`config.mk`:
```
export PLATFORM = sky130hd
export DESIGN_NAME = exception_commit
export DESIGN_NICKNAME = d
export VERILOG_FILES = /design/src/rtl/exception_commit.sv
export SDC_FILE = /design/constraint.sdc
export NUM_CORES = 1
export LEC_CHECK = 0
export CAP_MARGIN = 40
export CORE_MARGIN = 8
export CORE_UTILIZATION = 40
export DETAILED_ROUTE_END_ITERATION = 10
export PLACE_DENSITY = 0.81
export SETUP_SLACK_MARGIN = 0.1
export SYNTH_ARGS = -nofsm -noshare
export SYNTH_HDL_FRONTEND = slang
export SYNTH_SLANG_ARGS = --single-unit
```
`constraint.sdc`:
```
create_clock -name clk -period 3.7 [get_ports clk]
set_input_delay 0.555 -clock clk [delete_from_list [all_inputs] [get_ports clk]]
set_output_delay 0.555 -clock clk [all_outputs]
set_load 0.02 [all_outputs]
```
`src/rtl/exception_commit.sv`:
```
// exception_commit
//
// MEM-stage exception commit unit. Resolves the highest-priority exception
// or pseudo-exception (Eret, Refetch) carried by the instruction in MEM.
// On a commit it does three things:
//   - kills IF..MEM in the same cycle,
//   - updates the CP0 exception fields this block owns,
//   - hands a redirect PC to IF over a valid/ready handshake.
//
// Optional feature macro: EXC_REFETCH_EN
//   defined   : the Refetch flag commits, flushes and redirects to MEM_PC.
//   undefined : the Refetch flag is ignored and the instruction retires normally.
//
// Ports
//   clk, rst           clock; synchronous active-high reset
//   MEM_Valid          MEM holds a live instruction
//   MEM_ExceptType     19 exception flags. Bit order:
//                         0 Interrupt             1 WrongAddressinIF
//                         2 TLBRefillinIF         3 TLBInvalidinIF
//                         4 ReservedInstruction   5 CoprocessorUnusable
//                         6 Syscall               7 Break
//                         8 Overflow              9 Trap
//                        10 RdWrongAddressinMEM  11 WrWrongAddressinMEM
//                        12 RdTLBRefillinMEM     13 RdTLBInvalidinMEM
//                        14 WrTLBRefillinMEM     15 WrTLBInvalidinMEM
//                        16 TLBModified          17 Eret
//                        18 Refetch
//   MEM_PC             PC of the MEM instruction
//   MEM_InDelaySlot    MEM instruction sits in a branch delay slot
//   MEM_DataAddr       effective data address of the MEM instruction
//   WB_CP0We           MTC0 write enable from the older instruction in WB
//   WB_CP0Addr         MTC0 CP0 register number
//   WB_CP0Data         MTC0 write data
//   Flush_All          combinational kill of IF..MEM on a commit
//   Redirect_Valid     redirect request to IF
//   Redirect_PC        redirect target; stable while Redirect_Valid is high
//   IF_RedirectReady   IF accepts the redirect
//   CP0_EPC            EPC (all 32 bits)
//   CP0_BadVAddr       BadVAddr (all 32 bits)
//   CP0_Cause          Cause view: BD in bit 31, ExcCode in bits 6:2, others 0
//   CP0_Status         Status view: EXL in bit 1, others 0
//
// FSM
//   state   | meaning
//   IDLE    | waiting for a commit from MEM
//   PENDING | redirect offered to IF, waiting for IF_RedirectReady

module exception_commit (
    input  logic        clk,
    input  logic        rst,
    input  logic        MEM_Valid,
    input  logic [18:0] MEM_ExceptType,
    input  logic [31:0] MEM_PC,
    input  logic        MEM_InDelaySlot,
    input  logic [31:0] MEM_DataAddr,
    input  logic        WB_CP0We,
    input  logic [4:0]  WB_CP0Addr,
    input  logic [31:0] WB_CP0Data,
    output logic        Flush_All,
    output logic        Redirect_Valid,
    output logic [31:0] Redirect_PC,
    input  logic        IF_RedirectReady,
    output logic [31:0] CP0_EPC,
    output logic [31:0] CP0_BadVAddr,
    output logic [31:0] CP0_Cause,
    output logic [31:0] CP0_Status
);

    localparam int ExInt        = 0;
    localparam int ExAdelIf     = 1;
    localparam int ExTlbRefIf   = 2;
    localparam int ExTlbInvIf   = 3;
    localparam int ExRi         = 4;
    localparam int ExCpu        = 5;
    localparam int ExSys        = 6;
    localparam int ExBp         = 7;
    localparam int ExOv         = 8;
    localparam int ExTr         = 9;
    localparam int ExRdAdr      = 10;
    localparam int ExWrAdr      = 11;
    localparam int ExRdTlbRef   = 12;
    localparam int ExRdTlbInv   = 13;
    localparam int ExWrTlbRef   = 14;
    localparam int ExWrTlbInv   = 15;
    localparam int ExMod        = 16;
    localparam int ExEret       = 17;
    localparam int ExRefetch    = 18;

    localparam logic [4:0] CodeInt  = 5'd0;
    localparam logic [4:0] CodeMod  = 5'd1;
    localparam logic [4:0] CodeTlbl = 5'd2;
    localparam logic [4:0] CodeTlbs = 5'd3;
    localparam logic [4:0] CodeAdel = 5'd4;
    localparam logic [4:0] CodeAdes = 5'd5;
    localparam logic [4:0] CodeSys  = 5'd8;
    localparam logic [4:0] CodeBp   = 5'd9;
    localparam logic [4:0] CodeRi   = 5'd10;
    localparam logic [4:0] CodeCpu  = 5'd11;
    localparam logic [4:0] CodeOv   = 5'd12;
    localparam logic [4:0] CodeTr   = 5'd13;

    localparam logic [31:0] VectorBase    = 32'hBFC0_0200;
    localparam logic [31:0] GeneralOffset = 32'h0000_0180;

    localparam logic [4:0] RegStatus = 5'd12;
    localparam logic [4:0] RegEpc    = 5'd14;

    typedef enum logic [1:0] {
        BadKeep,
        BadFromPc,
        BadFromData
    } BadSelType;

    typedef enum logic [0:0] {
        IDLE,
        PENDING
    } StateType;

    StateType    state, stateNext;

    logic        exl, exlNext;
    logic        bd, bdNext;
    logic [4:0]  excCode, excCodeNext;
    logic [31:0] epc, epcNext;
    logic [31:0] badVAddr, badVAddrNext;
    logic [31:0] redirectPc, redirectPcNext;

    logic [18:0] flags;
    logic        commit;
    logic        isReal;
    logic        isEret;
    logic        isRefill;
    logic [4:0]  resolvedCode;
    BadSelType   badSel;

    logic        exlAfterWb;
    logic [31:0] epcAfterWb;

    // Refetch only participates when the feature is built in; otherwise the
    // flag is invisible to both the commit condition and the priority chain.
    always_comb begin
        flags = MEM_ExceptType;
`ifdef EXC_REFETCH_EN
        flags[ExRefetch] = MEM_ExceptType[ExRefetch];
`else
        flags[ExRefetch] = 1'b0;
`endif
    end

    assign commit = MEM_Valid && (state == IDLE) && (|flags);

    // MTC0 from WB is older than the MEM instruction, so its effect is applied
    // first and everything below (nesting check, Eret target) sees it.
    always_comb begin
        exlAfterWb = exl;
        epcAfterWb = epc;
        if (WB_CP0We) begin
            case (WB_CP0Addr)
                RegStatus: exlAfterWb = WB_CP0Data[1];
                RegEpc:    epcAfterWb = WB_CP0Data;
                default:   ;
            endcase
        end
    end

    always_comb begin
        isReal       = 1'b1;
        isEret       = 1'b0;
        isRefill     = 1'b0;
        resolvedCode = CodeInt;
        badSel       = BadKeep;
        if (flags[ExInt]) begin
            resolvedCode = CodeInt;
        end else if (flags[ExAdelIf]) begin
            resolvedCode = CodeAdel;
            badSel       = BadFromPc;
        end else if (flags[ExTlbRefIf] || flags[ExTlbInvIf]) begin
            resolvedCode = CodeTlbl;
            badSel       = BadFromPc;
            isRefill     = flags[ExTlbRefIf];
        end else if (flags[ExRi]) begin
            resolvedCode = CodeRi;
        end else if (flags[ExCpu]) begin
            resolvedCode = CodeCpu;
        end else if (flags[ExSys]) begin
            resolvedCode = CodeSys;
        end else if (flags[ExBp]) begin
            resolvedCode = CodeBp;
        end else if (flags[ExOv]) begin
            resolvedCode = CodeOv;
        end else if (flags[ExTr]) begin
            resolvedCode = CodeTr;
        end else if (flags[ExRdAdr]) begin
            resolvedCode = CodeAdel;
            badSel       = BadFromData;
        end else if (flags[ExWrAdr]) begin
            resolvedCode = CodeAdes;
            badSel       = BadFromData;
        end else if (flags[ExRdTlbRef] || flags[ExRdTlbInv]) begin
            resolvedCode = CodeTlbl;
            badSel       = BadFromData;
            isRefill     = flags[ExRdTlbRef];
        end else if (flags[ExWrTlbRef] || flags[ExWrTlbInv]) begin
            resolvedCode = CodeTlbs;
            badSel       = BadFromData;
            isRefill     = flags[ExWrTlbRef];
        end else if (flags[ExMod]) begin
            resolvedCode = CodeMod;
            badSel       = BadFromData;
        end else if (flags[ExEret]) begin
            isReal = 1'b0;
            isEret = 1'b1;
        end else begin
            // Refetch (or no flag at all, in which case commit is low anyway)
            isReal = 1'b0;
        end
    end

    always_comb begin
        exlNext        = exlAfterWb;
        epcNext        = epcAfterWb;
        bdNext         = bd;
        excCodeNext    = excCode;
        badVAddrNext   = badVAddr;
        redirectPcNext = redirectPc;
        if (commit) begin
            if (isReal) begin
                excCodeNext = resolvedCode;
                // Nested exceptions keep the EPC/BD of the outer one.
                if (!exlAfterWb) begin
                    epcNext = MEM_InDelaySlot ? (MEM_PC - 32'd4) : MEM_PC;
                    bdNext  = MEM_InDelaySlot;
                end
                exlNext = 1'b1;
                case (badSel)
                    BadFromPc:   badVAddrNext = MEM_PC;
                    BadFromData: badVAddrNext = MEM_DataAddr;
                    default:     ;
                endcase
                // Only a first-level TLB refill uses the dedicated vector.
                if (isRefill && !exlAfterWb) begin
                    redirectPcNext = VectorBase;
                end else begin
                    redirectPcNext = VectorBase + GeneralOffset;
                end
            end else if (isEret) begin
                exlNext        = 1'b0;
                redirectPcNext = epcAfterWb;
            end else begin
                redirectPcNext = MEM_PC;
            end
        end
    end

    always_comb begin
        stateNext = state;
        case (state)
            IDLE:    if (commit) stateNext = PENDING;
            PENDING: if (IF_RedirectReady) stateNext = IDLE;
            default: stateNext = IDLE;
        endcase
    end

    always_ff @(posedge clk) begin
        if (rst) begin
            state      <= IDLE;
            exl        <= 1'b0;
            bd         <= 1'b0;
            excCode    <= 5'd0;
            epc        <= 32'd0;
            badVAddr   <= 32'd0;
            redirectPc <= 32'd0;
        end else begin
            state      <= stateNext;
            exl        <= exlNext;
            bd         <= bdNext;
            excCode    <= excCodeNext;
            epc        <= epcNext;
            badVAddr   <= badVAddrNext;
            redirectPc <= redirectPcNext;
        end
    end

    assign Flush_All      = commit;
    assign Redirect_Valid = (state == PENDING);
    assign Redirect_PC    = redirectPc;
    assign CP0_EPC        = epc;
    assign CP0_BadVAddr   = badVAddr;
    assign CP0_Cause      = {bd, 24'd0, excCode, 2'b00};
    assign CP0_Status     = {30'd0, exl, 1'b0};

endmodule

```
* After elaboration in Yosys (flattened, before gate mapping)
Index checks and enable logic that the tools add are counted.
** Operators by class
- Multiplexer cells :: 88
- Reduce and logical (&&, ||, !) cells :: 12
- Add/subtract/negate cells :: 1
- Bitwise gates (word level) :: 2
- Equal/unequal tests :: 4
** Operators with widths (count)
- $mux 32 :: 8
- $pmux 32 s2 :: 1
- $mux 1 :: 50
- $mux 4 :: 9
- $mux 2 :: 16
- $sub 32x3->32 const B :: 1
- $reduce_or 18->1 :: 1
- $eq 5x4->1 const B :: 2
- $mux 9 :: 1
- $mux 3 :: 2
- $reduce_and 3->1 :: 2
- $logic_and 1x1->1 :: 3
- $logic_or 1x1->1 :: 3
- $eq 2x1->1 const B :: 1
- $eq 2x2->1 const B :: 1
- $not 1->1 :: 2
- $pmux 1 s2 :: 1
- $reduce_and 2->1 :: 1
- $reduce_bool 2->1 :: 1
- $logic_not 1->1 :: 1
** Word-level totals
- Register bits after elaboration :: 104
- Input bits :: 126

* Longest topological paths before layout
- Word-level depth :: 18
- Depth in mapped cells :: 9
- Mapped depth without buffers :: 7

* Worst setup path before layout
OpenSTA, ideal clock, no wires.
- Path type :: input port to flip-flop
- Start :: in MEM_ExceptType[1]
- End :: reg badVAddr[10], in the netlist CP0_BadVAddr[10]
- Slack :: 0.436 ns
- Required time :: 3.614 ns
- Arrival :: 3.178 ns
- Setup time :: 0.086 ns
- Path buffers :: 1
- Stages :: 8
- Cell sequence :: or4_4 > or4_4 > nor2_1 > ha_1 > a211oi_1 > clkbuf_1 > nor2_1 > a211oi_1
** On the way
- Longest elaborated chain between the ends :: 5
** RTL lines
- from (decl) :: RTL line 52 : input logic [18:0] MEM_ExceptType,
- $mux 2 :: RTL line 174 : end else if (flags[ExAdelIf]) begin
- $mux 2 :: RTL line 172 : if (flags[ExInt]) begin
- $eq 2x2->1 or $eq 2x1->1 (tied branches) :: RTL line 235 : case (badSel)
- $reduce_bool 2->1 (no line)
- $reduce_and 3->1 (no line)
- to (signal assigned) :: RTL line 279 : badVAddr <= badVAddrNext;
- to (decl) :: RTL line 125 : logic [31:0] badVAddr, badVAddrNext;
Parallel ways exist; a longest one is shown, timed or not.
A chain may end at the register's enable or synchronous reset.

* Worst setup path after layout
- Start :: in MEM_ExceptType[1]
- End :: reg badVAddr[9], in the netlist CP0_BadVAddr[9]
Same word-level chain as after synthesis.

==> impl_metrics.tcl <==
set metrics [dict create \
    ys.flop_type "dfxtp_1" \
    synth_top_area_share 0.369 \
    antenna_found_initial 1 \
    p_leak_nw 2.89 \
    setup_viol 0 \
    groute.layer.met1.usage 0.248 \
    cts_hold_buffers 0 \
    yosys-top-cells-count "103 x dfxtp_1, 60 x buf_4, 58 x nor2_1, 54 x mux2i_1, 42 x a211oi_1" \
    path_clk_slew_ps 70 \
    grt_use_met3 0.0527 \
    hold_viol 0 \
    critPathRequiredTime_ps 3950 \
    ys_seq_area_frac 0.369 \
    path_class "primary input to flop" \
    worstReg2RegStart "Redirect_Valid$_SDFF_PP0_" \
    drive_gt1_frac 0.0857 \
    grt-ovfl-total 0 \
    syn_inst 605 \
    p_per_area_nw_per_um2 364 \
    setup_tns_ps 0 \
    startpoint_type "primary input" \
    nets 940 \
    worstPathMaxFanout 64 \
    synth_area_leaders "dfxtp_1 37%, mux2i_1 9.7%, buf_4 8.1%" \
    syn2layout_area_growth_pct 45.7 \
    hp-start "excCode[2]$_SDFFE_PP0P_" \
    clk_path_buf_depth 2 \
    antenna_cells 0 \
    routed_wl_um 19400 \
    crit_path_end_kind "flop" \
    post_cts_buffers 0 \
    synth_cell_type_count 50 \
    die_area_um2 18000 \
    hpwl_um 15000 \
    place.gp.congestion 0.830 \
    grt_pass1_vias 5222 \
    worstPathArrival_ps 3480 \
    synth-seq-cells 103 \
    finalCritPeriodShare 0.875 \
    gr-usage-all-layers 0.207 \
    start_util 0.406 \
    drcViolationCount 0 \
    slew_viol_final 0 \
    peakVddDrop_v 0.000255 \
    synth-edff-count 0 \
    coreArea_um2 13800 \
    syn-cell-area_um2 5590 \
    fp.dieH_um 134 \
    maxCapViolations 0 \
    dieWidth_um 134 \
    cts_buffers 9 \
    portBuffers 228 \
    slew_headroom 0.426 \
    async_flop_share 0 \
    io_pins 288 \
    fin_crit_ps 3240 \
    finClkSkew_ps 6.97 \
    max_freq_ghz 0.309 \
    vias 5183 \
    outcome "finished, final reports clean" \
    ys.warnings.count 0 \
    yosysMostFrequentCell "dfxtp_1" \
    worstMarginPinSlew_ps 861 \
    clock-sinks 103 \
    clkLatencyLatePin_ps 340 \
    drt_first_pass_iters 4 \
    cts_root_buffer "clkbuf_16" \
    grt_max_degree 71 \
    rows 43 \
    post_cts_resized 0 \
    syn_avg_cell_area_um2 9.24 \
    drt.antenna.violating_nets 0 \
    dr.first_iter.drc_count 215 \
    critPathLaunch "MEM_ExceptType[1]" \
    hp-class "flop to flop" \
    h-tree-depth 3 \
    use_met2 0.354 \
    rsz0062_at_grt "no" \
    grt_pass1_wl_um 29400 \
    vias_per_cell 5.20 \
    yosysTopAreaCell "dfxtp_1" \
    post_drt_wl_per_cell_um 19.5 \
    cts_tree "built" \
    dp_slack_ps 113 \
    fin_ws_ps 464 \
    top_usage_layer "met2" \
]
## area by class of cell
class | instances | area (µm²)
clock buffer | 12 | 256
clock inverter | 4 | 52.6
fill | 1249 | 5630
inverter | 7 | 26.3
multi-input combinational | 449 | 3100
sequential | 103 | 2060
tap | 180 | 225
timing repair buffer | 242 | 2420
## stage by stage
stage / area [µm²] / total power [mW] / hold WS, ps / util / std cells
global placement: 7830 / 1.98 / 438 / 0.568 / 981
global route: 8140 / 3.08 / 471 / 0.591 / 997
floorplan: 5800 / 1.66 / 454 / - / 662
finish: 8140 / 2.96 / 456 / 0.591 / 997
CTS: 8140 / 2.98 / 458 / 0.591 / 997
detailed placement: 7830 / 1.99 / 446 / 0.568 / 981
## report_power, final
group | leakage [nW] | total [mW] | switching (mW) | internal [mW]
Combinational | 1.89 | 0.750 | 0.402 | 0.348
Sequential | 0.846 | 1.22 | 0.0362 | 1.18
Clock | 0.153 | 0.994 | 0.428 | 0.565
## cells by family (layout without fill, tap and decap cells)
logic type	Yosys count	in the layout	share of synthesized area
compound gates	143	143	0.197
xor+xnor	27	27	0.0423
simple gates	153	153	0.147
mux	66	66	0.121
flops	103	103	0.369
fa+ha+maj	2	2	0.00448
buf+inv	110	265	0.119
other cells	1	58	0.000671
## layer usage
layer / up-vias / part of all wire
li1: 2525 / -
met1: 2446 / 0.42
met2: 189 / 0.49
met3: 21 / 0.071
met4: 2 / 0.017
met5: - / 0.00067
## critical path, stage by stage
cell and delay, ps:
clkdlybuf4s50_1 460, or4_4 600, or4_4 540, nor2_1 140, ha_2 290, a211oi_4 250
buf_12 280, nor2_1 70, a211oi_1 250
## flip-flops by register name, summed over array words and instances, names as in the netlist
| signal | flops |
|---|---|
| CP0_EPC | 32 |
| exl | 1 |
| Redirect_Valid | 1 |
| CP0_BadVAddr | 32 |
| excCode | 4 |
| bd | 1 |
| Redirect_PC | 32 |
## path summary, 6_finish.rpt
kind	to	slack (ps)	depth (start not counted)
min reg2reg	excCode[2]$_SDFFE_PP0P_	460	2
max reg2reg	CP0_EPC[13]$_SDFF_PP0_	1650	4
min	excCode[2]$_SDFFE_PP0P_	460	2
max	CP0_BadVAddr[9]$_SDFFE_PP0P_	460	9
## cells in the final DEF, fill, tap and decap left out, types with 5 or more instances in the layout
cell type        instances
conb_1                  58
inv_1                    7
nor3_1                  20
a211oi_2                12
a211oi_1                41
nor2_1                  57
dfxtp_1                103
xor2_1                  15
mux2i_1                 54
nand2b_1                 5
o2bb2ai_1               20
xnor2_1                 12
nor4_1                  22
a21oi_1                 21
o21ai_0                 15
o211a_1                 13
clkbuf_16                9
buf_4                   11
mux2_2                  12
nand2_1                 10
or3_1                    5
clkdlybuf4s50_1        227
o22ai_1                  9
Power figures use the tool's default switching activity.
